**config.mk**
```make
export PLATFORM = sky130hd
export DESIGN_NAME = ysyx_2022040010_lsu_req_flat
export DESIGN_NICKNAME = d
export VERILOG_FILES = /design/src/rtl/ysyx_2022040010_lsu_req_pkg.sv /design/src/rtl/ysyx_2022040010_lsu_req_if.sv /design/src/rtl/ysyx_2022040010_lsu_fmt.sv /design/src/rtl/ysyx_2022040010_lsu_req.sv /design/src/flat_wrapper.sv
export SDC_FILE = /design/constraint.sdc
export NUM_CORES = 1
export LEC_CHECK = 0
export ABC_AREA = 1
export ABC_CLOCK_PERIOD_IN_PS = 2220
export CAP_MARGIN = 20
export CORE_AREA = 2 2 161 163
export DETAILED_ROUTE_END_ITERATION = 6
export DIE_AREA = 0 0 163 165
export PLACE_DENSITY_LB_ADDON = 0.2
export SLEW_MARGIN = 20
export SYNTH_ARGS = -nofsm -noshare
export SYNTH_HDL_FRONTEND = slang
export SYNTH_SLANG_ARGS = --single-unit
```
**constraint.sdc**
```tcl
create_clock -name clk -period 2.22 [get_ports clk]
set_input_delay 0.444 -clock clk [delete_from_list [all_inputs] [get_ports clk]]
set_output_delay 0.444 -clock clk [all_outputs]
set_load 0.02 [all_outputs]
```
**src/rtl/ysyx_2022040010_lsu_req_pkg.sv**
```systemverilog
// Shared definitions for the LSU request block: access sizes, FSM states,
// default response timeout and the alignment rule.
package ysyx_2022040010_lsu_req_pkg;

    typedef enum logic [1:0] {
        SzB = 2'd0,
        SzH = 2'd1,
        SzW = 2'd2,
        SzD = 2'd3
    } lsu_size_e;

    typedef enum logic [1:0] {
        StIdle = 2'd0,
        StReq  = 2'd1,
        StResp = 2'd2
    } lsu_state_e;

    localparam int unsigned LsuTimeoutDefault = 255;

    // A sized access is misaligned when its address is not a multiple of its size.
    function automatic logic is_misaligned(lsu_size_e size, logic [2:0] off);
        logic mis;
        mis = 1'b0;
        unique case (size)
            SzB: mis = 1'b0;
            SzH: mis = off[0];
            SzW: mis = |off[1:0];
            SzD: mis = |off;
        endcase
        return mis;
    endfunction

endpackage

```
**src/rtl/ysyx_2022040010_lsu_req_if.sv**
```systemverilog
// EX-side request and data-SRAM bus bundle of the LSU request block.
// master: the LSU itself; slave: the EX stage / SRAM / MEM stage around it.
interface ysyx_2022040010_lsu_req_if;

    logic        op_valid;
    logic        op_ready;
    logic        op_we;
    logic [1:0]  op_size;
    logic [63:0] op_addr;
    logic [63:0] op_wdata;

    logic        mem_req_valid;
    logic        mem_req_ready;
    logic        mem_we;
    logic [63:0] mem_addr;
    logic [7:0]  mem_wstrb;
    logic [63:0] mem_wdata;
    logic        mem_resp_valid;
    logic [63:0] mem_rdata;

    logic [7:0]  dsram_sel;
    logic [63:0] dsram_rdata;
    logic        lsu_done;
    logic        misalign_err;
    logic        bus_err;
    logic        stall_req;

    modport master (
        input  op_valid, op_we, op_size, op_addr, op_wdata,
        input  mem_req_ready, mem_resp_valid, mem_rdata,
        output op_ready,
        output mem_req_valid, mem_we, mem_addr, mem_wstrb, mem_wdata,
        output dsram_sel, dsram_rdata, lsu_done, misalign_err, bus_err, stall_req
    );

    modport slave (
        output op_valid, op_we, op_size, op_addr, op_wdata,
        output mem_req_ready, mem_resp_valid, mem_rdata,
        input  op_ready,
        input  mem_req_valid, mem_we, mem_addr, mem_wstrb, mem_wdata,
        input  dsram_sel, dsram_rdata, lsu_done, misalign_err, bus_err, stall_req
    );

endinterface

```
**src/rtl/ysyx_2022040010_lsu_fmt.sv**
```systemverilog
// Byte-select and store-data lane replication for one sized access.
module ysyx_2022040010_lsu_fmt
    import ysyx_2022040010_lsu_req_pkg::*;
(
    input  lsu_size_e   size_i,
    input  logic [2:0]  off_i,
    input  logic [63:0] wdata_i,
    output logic [7:0]  sel_o,
    output logic [63:0] wdata_o
);

    // Shift the size mask to the byte offset and copy the low lanes across the doubleword.
    always_comb begin
        sel_o   = 8'h00;
        wdata_o = wdata_i;
        unique case (size_i)
            SzB: begin
                sel_o   = 8'h01 << off_i;
                wdata_o = {8{wdata_i[7:0]}};
            end
            SzH: begin
                sel_o   = 8'h03 << off_i;
                wdata_o = {4{wdata_i[15:0]}};
            end
            SzW: begin
                sel_o   = 8'h0F << off_i;
                wdata_o = {2{wdata_i[31:0]}};
            end
            SzD: begin
                sel_o   = 8'hFF;
                wdata_o = wdata_i;
            end
        endcase
    end

endmodule

```
**src/rtl/ysyx_2022040010_lsu_req.sv**
```systemverilog
// LSU request sequencer: accepts one load/store from EX, issues it to the data
// SRAM, waits for the response (bounded by TIMEOUT) and reports completion.
module ysyx_2022040010_lsu_req
    import ysyx_2022040010_lsu_req_pkg::*;
#(
    parameter int unsigned TIMEOUT = LsuTimeoutDefault
) (
    input logic                          clk,
    input logic                          rst,
    ysyx_2022040010_lsu_req_if.master    bus
);

    localparam int unsigned CntW = (TIMEOUT > 1) ? $clog2(TIMEOUT + 1) : 1;
    localparam logic [CntW-1:0] TimeoutVal = CntW'(TIMEOUT);

    lsu_state_e      state_q, state_d;
    logic [CntW-1:0] cnt_q, cnt_d, cnt_inc;
    logic [7:0]      sel_q, sel_d;
    logic [63:0]     rdata_q, rdata_d;
    logic [63:0]     addr_q, addr_d;
    logic            we_q, we_d;
    logic [63:0]     wdata_q, wdata_d;
    logic [7:0]      wstrb_q, wstrb_d;
    logic            done_q, done_d;
    logic            mis_q, mis_d;
    logic            berr_q, berr_d;

    lsu_size_e   op_size;
    logic        op_ready;
    logic        accept;
    logic        misaligned;
    logic [7:0]  fmt_sel;
    logic [63:0] fmt_wdata;

    assign op_size    = lsu_size_e'(bus.op_size);
    assign op_ready   = (state_q == StIdle);
    assign accept     = bus.op_valid & op_ready;
    assign misaligned = is_misaligned(op_size, bus.op_addr[2:0]);
    assign cnt_inc    = cnt_q + CntW'(1);

    ysyx_2022040010_lsu_fmt u_fmt (
        .size_i  (op_size),
        .off_i   (bus.op_addr[2:0]),
        .wdata_i (bus.op_wdata),
        .sel_o   (fmt_sel),
        .wdata_o (fmt_wdata)
    );

    // Next-state, captured request fields and one-cycle status pulses.
    always_comb begin
        state_d = state_q;
        cnt_d   = cnt_q;
        sel_d   = sel_q;
        rdata_d = rdata_q;
        addr_d  = addr_q;
        we_d    = we_q;
        wdata_d = wdata_q;
        wstrb_d = wstrb_q;
        done_d  = 1'b0;
        mis_d   = 1'b0;
        berr_d  = 1'b0;
        unique case (state_q)
            StIdle: begin
                if (accept) begin
                    sel_d = fmt_sel;
                    if (misaligned) begin
                        // Rejected locally; the SRAM never sees it.
                        mis_d  = 1'b1;
                        done_d = 1'b1;
                    end else begin
                        state_d = StReq;
                        addr_d  = {bus.op_addr[63:3], 3'b000};
                        we_d    = bus.op_we;
                        wdata_d = fmt_wdata;
                        wstrb_d = bus.op_we ? fmt_sel : 8'h00;
                    end
                end
            end
            StReq: begin
                // A response arriving alongside the handshake belongs to nothing; drop it.
                if (bus.mem_req_ready) begin
                    state_d = StResp;
                    cnt_d   = '0;
                end
            end
            StResp: begin
                if (bus.mem_resp_valid) begin
                    if (!we_q) begin
                        rdata_d = bus.mem_rdata;
                    end
                    done_d  = 1'b1;
                    state_d = StIdle;
                end else begin
                    cnt_d = cnt_inc;
                    if (cnt_inc == TimeoutVal) begin
                        berr_d  = 1'b1;
                        done_d  = 1'b1;
                        state_d = StIdle;
                    end
                end
            end
            default: state_d = StIdle;
        endcase
    end

    // State and output registers with synchronous reset.
    always_ff @(posedge clk) begin
        if (rst) begin
            state_q <= StIdle;
            cnt_q   <= '0;
            sel_q   <= '0;
            rdata_q <= '0;
            addr_q  <= '0;
            we_q    <= 1'b0;
            wdata_q <= '0;
            wstrb_q <= '0;
            done_q  <= 1'b0;
            mis_q   <= 1'b0;
            berr_q  <= 1'b0;
        end else begin
            state_q <= state_d;
            cnt_q   <= cnt_d;
            sel_q   <= sel_d;
            rdata_q <= rdata_d;
            addr_q  <= addr_d;
            we_q    <= we_d;
            wdata_q <= wdata_d;
            wstrb_q <= wstrb_d;
            done_q  <= done_d;
            mis_q   <= mis_d;
            berr_q  <= berr_d;
        end
    end

    assign bus.op_ready      = op_ready;
    assign bus.mem_req_valid = (state_q == StReq);
    assign bus.mem_we        = we_q;
    assign bus.mem_addr      = addr_q;
    assign bus.mem_wstrb     = wstrb_q;
    assign bus.mem_wdata     = wdata_q;
    assign bus.dsram_sel     = sel_q;
    assign bus.dsram_rdata   = rdata_q;
    assign bus.lsu_done      = done_q;
    assign bus.misalign_err  = mis_q;
    assign bus.bus_err       = berr_q;
    // Stall as soon as an aligned op is taken so EX holds until it completes.
    assign bus.stall_req     = (state_q != StIdle) | (accept & ~misaligned);

endmodule
```
**src/flat_wrapper.sv**
```systemverilog
// flat-port wrapper written by rule: the top's interface ports become plain ports
module ysyx_2022040010_lsu_req_flat import ysyx_2022040010_lsu_req_pkg::*;
#(
    parameter int unsigned TIMEOUT = LsuTimeoutDefault
)
  (clk, rst, bus_op_valid, bus_op_we, bus_op_size, bus_op_addr, bus_op_wdata, bus_mem_req_ready, bus_mem_resp_valid, bus_mem_rdata, bus_op_ready, bus_mem_req_valid, bus_mem_we, bus_mem_addr, bus_mem_wstrb, bus_mem_wdata, bus_dsram_sel, bus_dsram_rdata, bus_lsu_done, bus_misalign_err, bus_bus_err, bus_stall_req);
  ysyx_2022040010_lsu_req_if bus_i ();
  input logic clk;
  input logic rst;
  input wire logic [$bits(bus_i.op_valid)-1:0] bus_op_valid;
  input wire logic [$bits(bus_i.op_we)-1:0] bus_op_we;
  input wire logic [$bits(bus_i.op_size)-1:0] bus_op_size;
  input wire logic [$bits(bus_i.op_addr)-1:0] bus_op_addr;
  input wire logic [$bits(bus_i.op_wdata)-1:0] bus_op_wdata;
  input wire logic [$bits(bus_i.mem_req_ready)-1:0] bus_mem_req_ready;
  input wire logic [$bits(bus_i.mem_resp_valid)-1:0] bus_mem_resp_valid;
  input wire logic [$bits(bus_i.mem_rdata)-1:0] bus_mem_rdata;
  output wire logic [$bits(bus_i.op_ready)-1:0] bus_op_ready;
  output wire logic [$bits(bus_i.mem_req_valid)-1:0] bus_mem_req_valid;
  output wire logic [$bits(bus_i.mem_we)-1:0] bus_mem_we;
  output wire logic [$bits(bus_i.mem_addr)-1:0] bus_mem_addr;
  output wire logic [$bits(bus_i.mem_wstrb)-1:0] bus_mem_wstrb;
  output wire logic [$bits(bus_i.mem_wdata)-1:0] bus_mem_wdata;
  output wire logic [$bits(bus_i.dsram_sel)-1:0] bus_dsram_sel;
  output wire logic [$bits(bus_i.dsram_rdata)-1:0] bus_dsram_rdata;
  output wire logic [$bits(bus_i.lsu_done)-1:0] bus_lsu_done;
  output wire logic [$bits(bus_i.misalign_err)-1:0] bus_misalign_err;
  output wire logic [$bits(bus_i.bus_err)-1:0] bus_bus_err;
  output wire logic [$bits(bus_i.stall_req)-1:0] bus_stall_req;
  assign bus_i.op_valid = bus_op_valid;
  assign bus_i.op_we = bus_op_we;
  assign bus_i.op_size = bus_op_size;
  assign bus_i.op_addr = bus_op_addr;
  assign bus_i.op_wdata = bus_op_wdata;
  assign bus_i.mem_req_ready = bus_mem_req_ready;
  assign bus_i.mem_resp_valid = bus_mem_resp_valid;
  assign bus_i.mem_rdata = bus_mem_rdata;
  assign bus_op_ready = bus_i.op_ready;
  assign bus_mem_req_valid = bus_i.mem_req_valid;
  assign bus_mem_we = bus_i.mem_we;
  assign bus_mem_addr = bus_i.mem_addr;
  assign bus_mem_wstrb = bus_i.mem_wstrb;
  assign bus_mem_wdata = bus_i.mem_wdata;
  assign bus_dsram_sel = bus_i.dsram_sel;
  assign bus_dsram_rdata = bus_i.dsram_rdata;
  assign bus_lsu_done = bus_i.lsu_done;
  assign bus_misalign_err = bus_i.misalign_err;
  assign bus_bus_err = bus_i.bus_err;
  assign bus_stall_req = bus_i.stall_req;
  ysyx_2022040010_lsu_req #(.TIMEOUT(TIMEOUT)) u_core (.clk(clk), .rst(rst), .bus(bus_i));
endmodule
```
==> flow_metrics.env <==
export IMPL_status="finished clean"
export IMPL_synth_largest_area_cell="dfxtp_1"
export IMPL_clkSinkCount=219
export IMPL_nNetsFinal=1764
export IMPL_cts_path_max_buffers=3
export IMPL_crit_fanout=3
export IMPL_synth_cell_type_count=33
export IMPL_syn_area_um2=8650
export IMPL_die_y_um=165
export IMPL_htree_levels=1
export IMPL_place_congestion=0.848
export IMPL_cellLeakagePower_uw=0.00579
export IMPL_synth_edf_count=0
export IMPL_worst_path_dominant_cell_family="buffers and inverters"
export IMPL_core_um2=25000
export IMPL_placed_area_um2=13300
export IMPL_finalWirelength_um=33400
export IMPL_slowest_stage="clkdlybuf4s50_1"
export IMPL_finalNonFillerCells=1906
export IMPL_drv_slew=0
export IMPL_root_buffer="clkbuf_16"
export IMPL_drcViolationCount=0
export IMPL_ys_ff_latch=219
export IMPL_grt_pass1_wl_um=49100
export IMPL_power_uw=10900
export IMPL_cts_tree="built"
export IMPL_postSynthCellCount=1137
export IMPL_drtPass1Iterations=5
export IMPL_dp_cells=1858
export IMPL_worstPathRequired_ns=1.78
export IMPL_drive_gt1_frac=0.0832
export IMPL_synthArstFlopShare=0
export IMPL_final_min_clock_period_ns=2.13
export IMPL_finalHoldViolCount=0
export IMPL_antenna_found_initial=1
export IMPL_synth_top_area_frac=0.507
export IMPL_grt_pass1_vias=8801
export IMPL_rsz0062_at_grt="no"
export IMPL_path_common_cell="nand2_4"
export IMPL_grt_overflow_total=0
export IMPL_vias=9177
export IMPL_syn_avg_cell_area_um2=7.61
export IMPL_finalInstanceArea_um2=14200
export IMPL_place_hpwl_um=24100
export IMPL_clock_latency_ns=0.52
export IMPL_cpPeakStageDelay_ns=0.51
export IMPL_routed_via_density=4.81
export IMPL_path_clk_slew_ns=0.06
export IMPL_layout_worst_path_cycle_share=0.960
export IMPL_synth_common_cells="286 x nor2_1, 219 x dfxtp_1, 195 x o21ai_0"
export IMPL_io_pins=415
export IMPL_grt_max_degree=102
export IMPL_fillCellCount=2372
export IMPL_multi_input_area_um2=3750
export IMPL_synth_warnings=0
export IMPL_crit_chain="clkdlybuf4s50_1 > nor2_1 > nand2_1 > nand2_4 > nor2_4 > nor2_8 > inv_2 > nand2_4 > buf_4"
export IMPL_yosysMostFrequentCell="nor2_1"
export IMPL_drt_iter0_drc=609
export IMPL_die_w_um=163
export IMPL_ant_nets=0
export IMPL_max_freq_ghz=0.469
export IMPL_critPathLaunchType="input pin"
export IMPL_routedWlPerCell_um=17.5
export IMPL_synthTopCellsByArea="dfxtp_1 51%, nor2_1 12%, o21ai_0 11%, a21oi_1 6.0%, nand2_1 4.1%"
export IMPL_rows=58
export IMPL_fp_dieArea_um2=26900
export IMPL_cts_buffers=25
export IMPL_crit_path_end_kind="output pin"
export IMPL_initial_core_util=0.345
export IMPL_critical_path_arrival_ns=1.69
export IMPL_ys_seq_area_frac=0.507
export IMPL_crit_type="input pin to output pin"
export IMPL_power_density_nw_per_um2=769
export IMPL_whs_ns=0.435
export IMPL_hp_class="input pin to flip-flop"
export IMPL_grt_total_usage=0.232
export IMPL_cts_hold_buf=0
export IMPL_io_buffers=411
export IMPL_ir_drop_mv=0.535
export IMPL_crit_buf_inv=3
export IMPL_regArea_um2=4380
export IMPL_area_delta_synth_final_pct=64.5
export IMPL_drv_cap=0
export IMPL_dominantRegCellSynth="dfxtp_1"
export IMPL_setup_tns_ns=0
export IMPL_setup_viol=0
export IMPL_clock_skew_ns=0.0108
==> routing by layer <==
layer / GRT usage / wire [um] / vias up
met2: 0.425 / 16700 / 380
met1: 0.260 / 12700 / 4128
met5: 0 / 0 / -
met4: 0.0704 / 819 / 0
met3: 0.0673 / 3070 / 51
li1: - / - / 4618
==> through the flow <==
| step | utilization | setup slack (ns) |
|---|---|---|
| after floorplan | - | 0.0103 |
| after global placement | 0.533 | -0.613 |
| after detailed placement | 0.533 | -0.637 |
| after CTS | 0.568 | 0.0195 |
| after global routing | 0.568 | 0.0221 |
| final | 0.568 | 0.0895 |
==> kinds of logic after synthesis <==
kind of cell               Yosys count  synth area share
AOI/OAI and AO/OA                  353             0.214
xor gates and xnor gates             1           0.00101
adders and majority gates            7            0.0101
buffers and inverters              122            0.0650
DFF                                219             0.507
other                                1          0.000434
and+or+nand+nor                    434             0.202
==> where the power goes <==
part           total [uW]  internal [uW]  switching (uW)
sequential           4390           4230             160
combinational        2350           1120            1240
clock                4200           2490            1710
total               10900           7840            3100
==> cell usage in the layout, fill, tap and decap left out, types with 2 or more instances in the layout <==
cell               n
nor2_2             2
clkdlybuf4s50_1  405
nor2_1           285
nand2_1           93
dfxtp_1          219
buf_4             56
a22oi_1            9
clkinv_2           7
a31oi_1           10
buf_12             8
nand2_4            3
clkinvlp_4         4
ha_1               3
a21oi_1          104
nand3_1           44
bufinv_16          2
nand2_2            2
dlygate4sd2_1      3
o21ai_1           16
clkbuf_8           6
conb_1             3
o21ai_0          195
ha_2               3
inv_2              5
clkbuf_16         25
nor2_8             2
inv_1             32
o211ai_1          15
==> worst register-to-register path, stage by stage (launching register included) <==
cell     delay, ns
dfxtp_1       0.37
inv_1         0.06
nor2_2        0.24
inv_1         0.13
nor3_4        0.23
inv_2         0.22
buf_12        0.23
nor2_1        0.15
nor2_1        0.06
==> repair_timing <==
action,CTS,global route
pin swaps,1,2
gates resized for setup,17,3
setup endpoints to repair,2,1
setup buffers,1,1
==> worst paths after layout <==
kind | from | end | slack [ns] | cells past startpoint
worst min-delay path | bus_op_addr[1] | u_core.bus.misalign_err | 0.44 | 5
worst min register to register | u_core.bus.mem_wdata[2] | u_core.bus.mem_wdata[2] | 0.46 | 2
worst max register to register | u_core.state_q[1] | u_core.bus.dsram_rdata[31] | 0.41 | 8
worst max-delay path | bus_op_addr[0] | bus_stall_req | 0.09 | 9
==> sequential cells by signal, summed over array words and instances (netlist names) <==
signal	flops
u_core.bus.mem_addr	61
u_core.bus.dsram_sel	8
u_core.state_q	2
u_core.bus.mem_wdata	64
u_core.bus.bus_err	1
u_core.bus.lsu_done	1
u_core.bus.mem_we	1
u_core.cnt_q	8
u_core.bus.mem_wstrb	8
u_core.bus.misalign_err	1
u_core.bus.dsram_rdata	64
==> area by class of cell <==
type | count | area share
repair buffers | 474 | 0.329
flip-flops and latches | 219 | 0.308
multi-input cells | 798 | 0.264
clock buffers | 31 | 0.0498
well taps | 330 | 0.0290
inverters | 39 | 0.0105
clock inverters | 14 | 0.00941
diodes | 1 | 0.000176
Note: power is estimated with default switching activity, not from simulation.
==> variant 1 (same settings) <==
Reset style: asynchronous (`rst`), changed in one clocked block. Comments in the files are not updated.
--- a/src/rtl/ysyx_2022040010_lsu_req.sv
+++ b/src/rtl/ysyx_2022040010_lsu_req.sv
@@ -104,7 +104,7 @@
     end
 
     // State and output registers with synchronous reset.
-    always_ff @(posedge clk) begin
+    always_ff @(posedge clk or posedge rst) begin
         if (rst) begin
             state_q <= StIdle;
             cnt_q   <= '0;
Check against the original RTL: differs if rst is asserted again (counterexample within 4 cycles, from zero or initial values and one cycle with rst high); with rst held inactive, the same outputs for 4 cycles.
==> variant 1 against the unedited design <==
- final area up 6.7%
- critical path depth unchanged
- fmax about the same
- die area unchanged
- wire length down 2.6%
- worst setup slack better by 0.76 ps
- sequential cell count unchanged
- area after synthesis up 12%
- largest cell class is now sequential cells
- highest routed layer unchanged
Power is not compared: it rests on default switching activity, and its combinational part moved more than twofold at a synthesized area within 25%.
==> variant 1: results (changes against the unedited design) <==
| Metric | Value |
|---|---|
| DRT Pass-1 Iters | 4 (-1) |
| Detailed placement HPWL | 23910 µm (-0.68%) |
| M1 wire length | 12900 µm (+1.3%) |
| Largest net degree at the start of global routing | 87 (-15%) |
| Post-synth ARST share | 100.0% (+100 points) |
| Crit Path Max Fanout | 2 (-1) |
| Layout cells sized above 1 | 6.480% (-1.8 points) |
| Reg2reg setup slack | 530 ps (+120 ps) |
| Vias in the first global route | 9099 (+3.4%) |
| Clock Path Buffers | 3 (unchanged) |
| Status | finished clean |
| Clock skew | 11.62 ps (+0.8452 ps) |
| Vias | 9300 (+1.3%) |
| Post-Synth XOR/XNOR Area | 0.09029% (-0.011 points) |
| Yosys Warn Count | 0 (unchanged) |
| Drt via density | 4.799 (-0.33%) |
| Post-Syn Instances | 1177 (+3.5%) |
| Adder-cell share of the synthesized area | 0.9029% (-0.11 points) |
| FF-to-FF Start | u_core.state_q[1]$_DFFE_PP0P_ |
| Port bufs | 411 (unchanged) |
| R2r endpoint | u_core.bus.mem_wdata[29]$_DFFE_PP0P_ |
| Compound-Gate Fraction of Synth Area | 12.46% (-9.0 points) |
| Mux share of post-synthesis cell area | 0% (unchanged) |
| WL met3 | 2716 µm (-12%) |
| R2r worst-path depth | 7 (-1) |
| Internal | 12.54 mW |
| Gp weighted congestion | 0.8676 (+2.4%) |
| Placed Area | 14310 µm² (+7.2%) |
| Synth area leaders | dfrtp_1, nand2_1, o21ai_1 |
| Global-route wire length before repair | 49710 µm (+1.3%) |
| H-tree Lvls | 1 (unchanged) |
| Filler Cells Inserted | 2207 (-7.0%) |
| Post-synth top cells | nand2_1, dfrtp_1, o21ai_1 |
| Worst hold path class | in2async |
| Sequential area share after synthesis | 56.49% (+5.8 points) |
| Latest clock arrival within the worst-skew pair | 520 ps (about the same) |
| # placed instances | 1889 (+1.7%) |
| Cell variety after synth | 26 (-21%) |
| Total GRT Usage | 23.59% (+0.38 points) |
| Highest Signal Layer | met4 |
| DR WL met2 | 15850 µm (-5.3%) |
| Clock root cell | clkbuf_16 |
| Routed WL per cell | 16.75 µm (-4.3%) |
| Most used flip-flop cell after synthesis | dfrtp_1 |
| Num CTS Buffers | 25 (unchanged) |
| Antenna violations before repair | 2 (+1) |
| Nets | 1793 (+1.6%) |
| Clk slew on worst S/H paths | 60 ps (about the same) |
| DRT iter0 DRCs | 479 (-21%) |
## variant 1: power groups by stage
stage                     Combinational (mW)  Clock [mW]  Sequential [mW]
after floorplan                         2.48           0             8.93
after global placement                  9.53           0             6.82
after detailed placement                9.65           0             6.84
after CTS                               9.67        4.12             6.83
after global routing                    10.3        4.33             7.04
final                                   9.54        4.04             6.83
## variant 1: layout make-up
class | instances | area [µm²] | share of cell area, %
sequential | 219 | 5480 | 36.11
tap | 330 | 412.9 | 2.720
antenna | 3 | 7.507 | 0.04946
multi-input combinational | 781 | 3512 | 23.14
inverter | 107 | 405.4 | 2.671
timing repair buffer | 452 | 4549 | 29.97
clock buffer | 39 | 768.2 | 5.061
clock inverter | 7 | 42.54 | 0.2803
## variant 1: logic make-up (layout without fill, tap and decap cells)
logic type	count (synthesis)	in the layout
and+or+nand+nor	535	535
adders and majority gates	7	7
buffers and inverters	179	605
other	1	6
AOI/OAI and AO/OA	235	235
xor gates and xnor gates	1	1
DFF	219	219
## variant 1: timing repair
item,in CTS,in global routing
hold endpoints to repair,0,0
buffers inserted,0,0
pin swaps,4,3
gates resized for setup,14,7
setup endpoints to repair,57,76
## variant 1: per-stage QoR
stage | setup WS [ps] | power [mW] | hold WS, ps | utilization, %
6_report | 90.27 | 20.42 | 461.2 | 60.62
3_3_place_gp | -526.6 | 16.35 | 453.0 | 57.16
2_1_floorplan | -1078 | 11.42 | 492.3 | -
4_1_cts | 5.558 | 20.62 | 444.6 | 60.52
3_5_place_dp | -573.0 | 16.49 | 457.4 | 57.16
5_1_grt | 13.06 | 21.68 | 469.1 | 60.60
## variant 1: per-layer routing
| layer | global-route usage (%) | vias up |
|---|---|---|
| li1 | - | 4582 |
| met1 | 28.55 | 4313 |
| met2 | 40.62 | 343 |
| met3 | 6.605 | 62 |
| met4 | 7.884 | 0 |
| met5 | 0 | - |
## variant 1: worst max path at each step
stage / start / end / slack, ps / cells past startpoint
after floorplan: rst / u_core.bus.bus_err$_DFF_PP0_ / -1080 / 1
after global placement: bus_op_size[0] / bus_stall_req / -530 / 9
after detailed placement: bus_op_size[0] / u_core.bus.mem_addr[3]$_DFFE_PP0P_ / -570 / 10
after CTS: u_core.state_q[1]$_DFFE_PP0P_ / bus_op_ready / 6 / 2
after global routing: bus_op_addr[1] / bus_stall_req / 10 / 9
final: bus_op_addr[1] / bus_stall_req / 90 / 9
## variant 1: worst max-delay path, cell delays in order
cell and delay [ps]:
clkdlybuf4s50_1 430, nor2_1 250, nand2_1 110, inv_2 90, nor2_4 50, o21ai_4 70
nand2_2 80, nand2_2 60, buf_6 110
==> variant 2 (same flow settings) <==
Without the edit above. Set the package constant `LsuTimeoutDefault` to 510 (it was 255).
--- a/src/rtl/ysyx_2022040010_lsu_req_pkg.sv
+++ b/src/rtl/ysyx_2022040010_lsu_req_pkg.sv
@@ -15,7 +15,7 @@
         StResp = 2'd2
     } lsu_state_e;
 
-    localparam int unsigned LsuTimeoutDefault = 255;
+    localparam int unsigned LsuTimeoutDefault = 510;
 
     // A sized access is misaligned when its address is not a multiple of its size.
     function automatic logic is_misaligned(lsu_size_e size, logic [2:0] off);
Function: no difference found for any inputs over 4 cycles, from zero or initial values and one cycle with rst high; that may be too few to reach the edited logic, so the function may still have changed.
==> variant 2 against the unedited design <==
- combinational power is 5% lower
- critical endpoint is now bus_mem_we
- worst setup slack worse by 21 ps
- wire length is 3.5% lower
- total power hardly changed
- critical path type is now reg2out
- final area is 1.3% higher
- sequential cell count is 1 higher
- largest power group unchanged
- via count is 5.4% higher
- area after synthesis is 4.1% higher
==> variant 2: results (changes against the unedited design) <==
| Metric | Value |
|---|---|
| Delay-heaviest family, CP | buffers and inverters |
| Largest net degree at the start of global routing | 121 (+19%) |
| Clk slew on worst S/H paths | 60 ps (about the same) |
| Post-synth top cells | nor2_1, dfxtp_1, nand2_1 |
| CP startpoint | u_core.bus.mem_we$_SDFFE_PP0P_ |
| Clock skew | 12.92 ps (+2.143 ps) |
| R2r endpoint | u_core.bus.mem_wdata[42]$_SDFFE_PP0P_ |
| Mapped Avg Cell Area | 7.164 µm² (-5.8%) |
| Critical Path End | bus_mem_we |
| Fmax | 0.4648 GHz (-0.97%) |
| Slowest cell delay on critical path | 740 ps (+230 ps) |
| Status | finished clean |
| Met3 GRT Util | 6.605% (-0.13 points) |
| Global-route wire length before repair | 49590 µm (+1.1%) |
| DRT iter0 DRCs | 639 (+4.9%) |
| Post-place setup slack | -568.9 ps (+68.47 ps) |
| Gp weighted congestion | 0.8536 (+0.71%) |
| Pleak | 5.833 nW (+0.77%) |
| WHS Endpoint | u_core.bus.mem_addr[48]$_SDFFE_PP0P_ |
| Total GRT Usage | 23.10% (-0.11 points) |
| Placed Area | 13490 µm² (+1.1%) |
| Drt via density | 4.839 (+0.50%) |
| Hold WS | 434.9 ps (-0.2700 ps) |
| Grt met2 use | 38.62% (-3.9 points) |
| Nets | 1852 (+5.0%) |
| Synth area leaders | dfxtp_1, nor2_1, o21ai_0 |
| Num CTS Buffers | 26 (+4.0%) |
| Worst Hold Launch | rst |
| Cell variety after synth | 32 (-3.0%) |
| P per Cell Area | 758.9 nW/µm² (-1.4%) |
| Layout cells sized above 1 | 5.582% (-2.7 points) |
| Final wirelength | 32170 µm (-3.5%) |
| Reg power frac | 39.8% (-0.3 points) |
| Detailed placement HPWL | 22810 µm (-5.3%) |
| FF-to-FF Start | u_core.state_q[1]$_SDFFE_PP0P_ |
| Vias in the first global route | 9216 (+4.7%) |
| Hold path cells | 4 (-1) |
| VDD IR max | 0.5691 mV (+6.4%) |
| P_clk | 4.36 mW (+4%) |
| Reg2reg setup slack | 530 ps (+120 ps) |
| CP arrival | 1710 ps (+20 ps) |
| Clock Path Buffers | 3 (unchanged) |
| Sequential area share after synthesis | 48.91% (-1.8 points) |
| Non-filler instance count after layout | 1998 (+4.8%) |
| Met1 Track Usage GR | 28.12% (+2.1 points) |
| Sw Ratio | 27.67% (-0.71 points) |
-- variant 2: final cells by class --
cell class	count	area, µm²
diodes	2	5.005
repair buffers	446	4469
fillers	2343	10630
inverters	42	160.2
clock inverters	8	112.6
clock buffers	40	773.2
flip-flops and latches	220	4404
well taps	330	412.9
multi-input cells	910	4074
-- variant 2: layer usage --
metal	share of wire, %	wire, µm	vias up
li1	-	-	4861
met1	41	13180	4384
met5	0	0	-
met3	8.1	2604	73
met2	47	15240	350
met4	3.6	1151	0
-- variant 2: timing repair --
action                                 CTS  global route
hold buffers                             0             0
setup endpoints to repair                1             2
endpoints found under the hold margin    0             0
setup buffers                            1             0
resized for setup                        7             7
pin swaps                                2             1
-- variant 2: logic make-up after synthesis --
| logic type | after synthesis | share of synthesized area (%) |
|---|---|---|
| compound gates | 317 | 18.52 |
| xor+xnor | 1 | 0.09728 |
| other cells | 1 | 0.04164 |
| fa+ha+maj | 6 | 0.8337 |
| buf+inv | 129 | 6.280 |
| simple gates | 583 | 25.32 |
| flops | 220 | 48.91 |
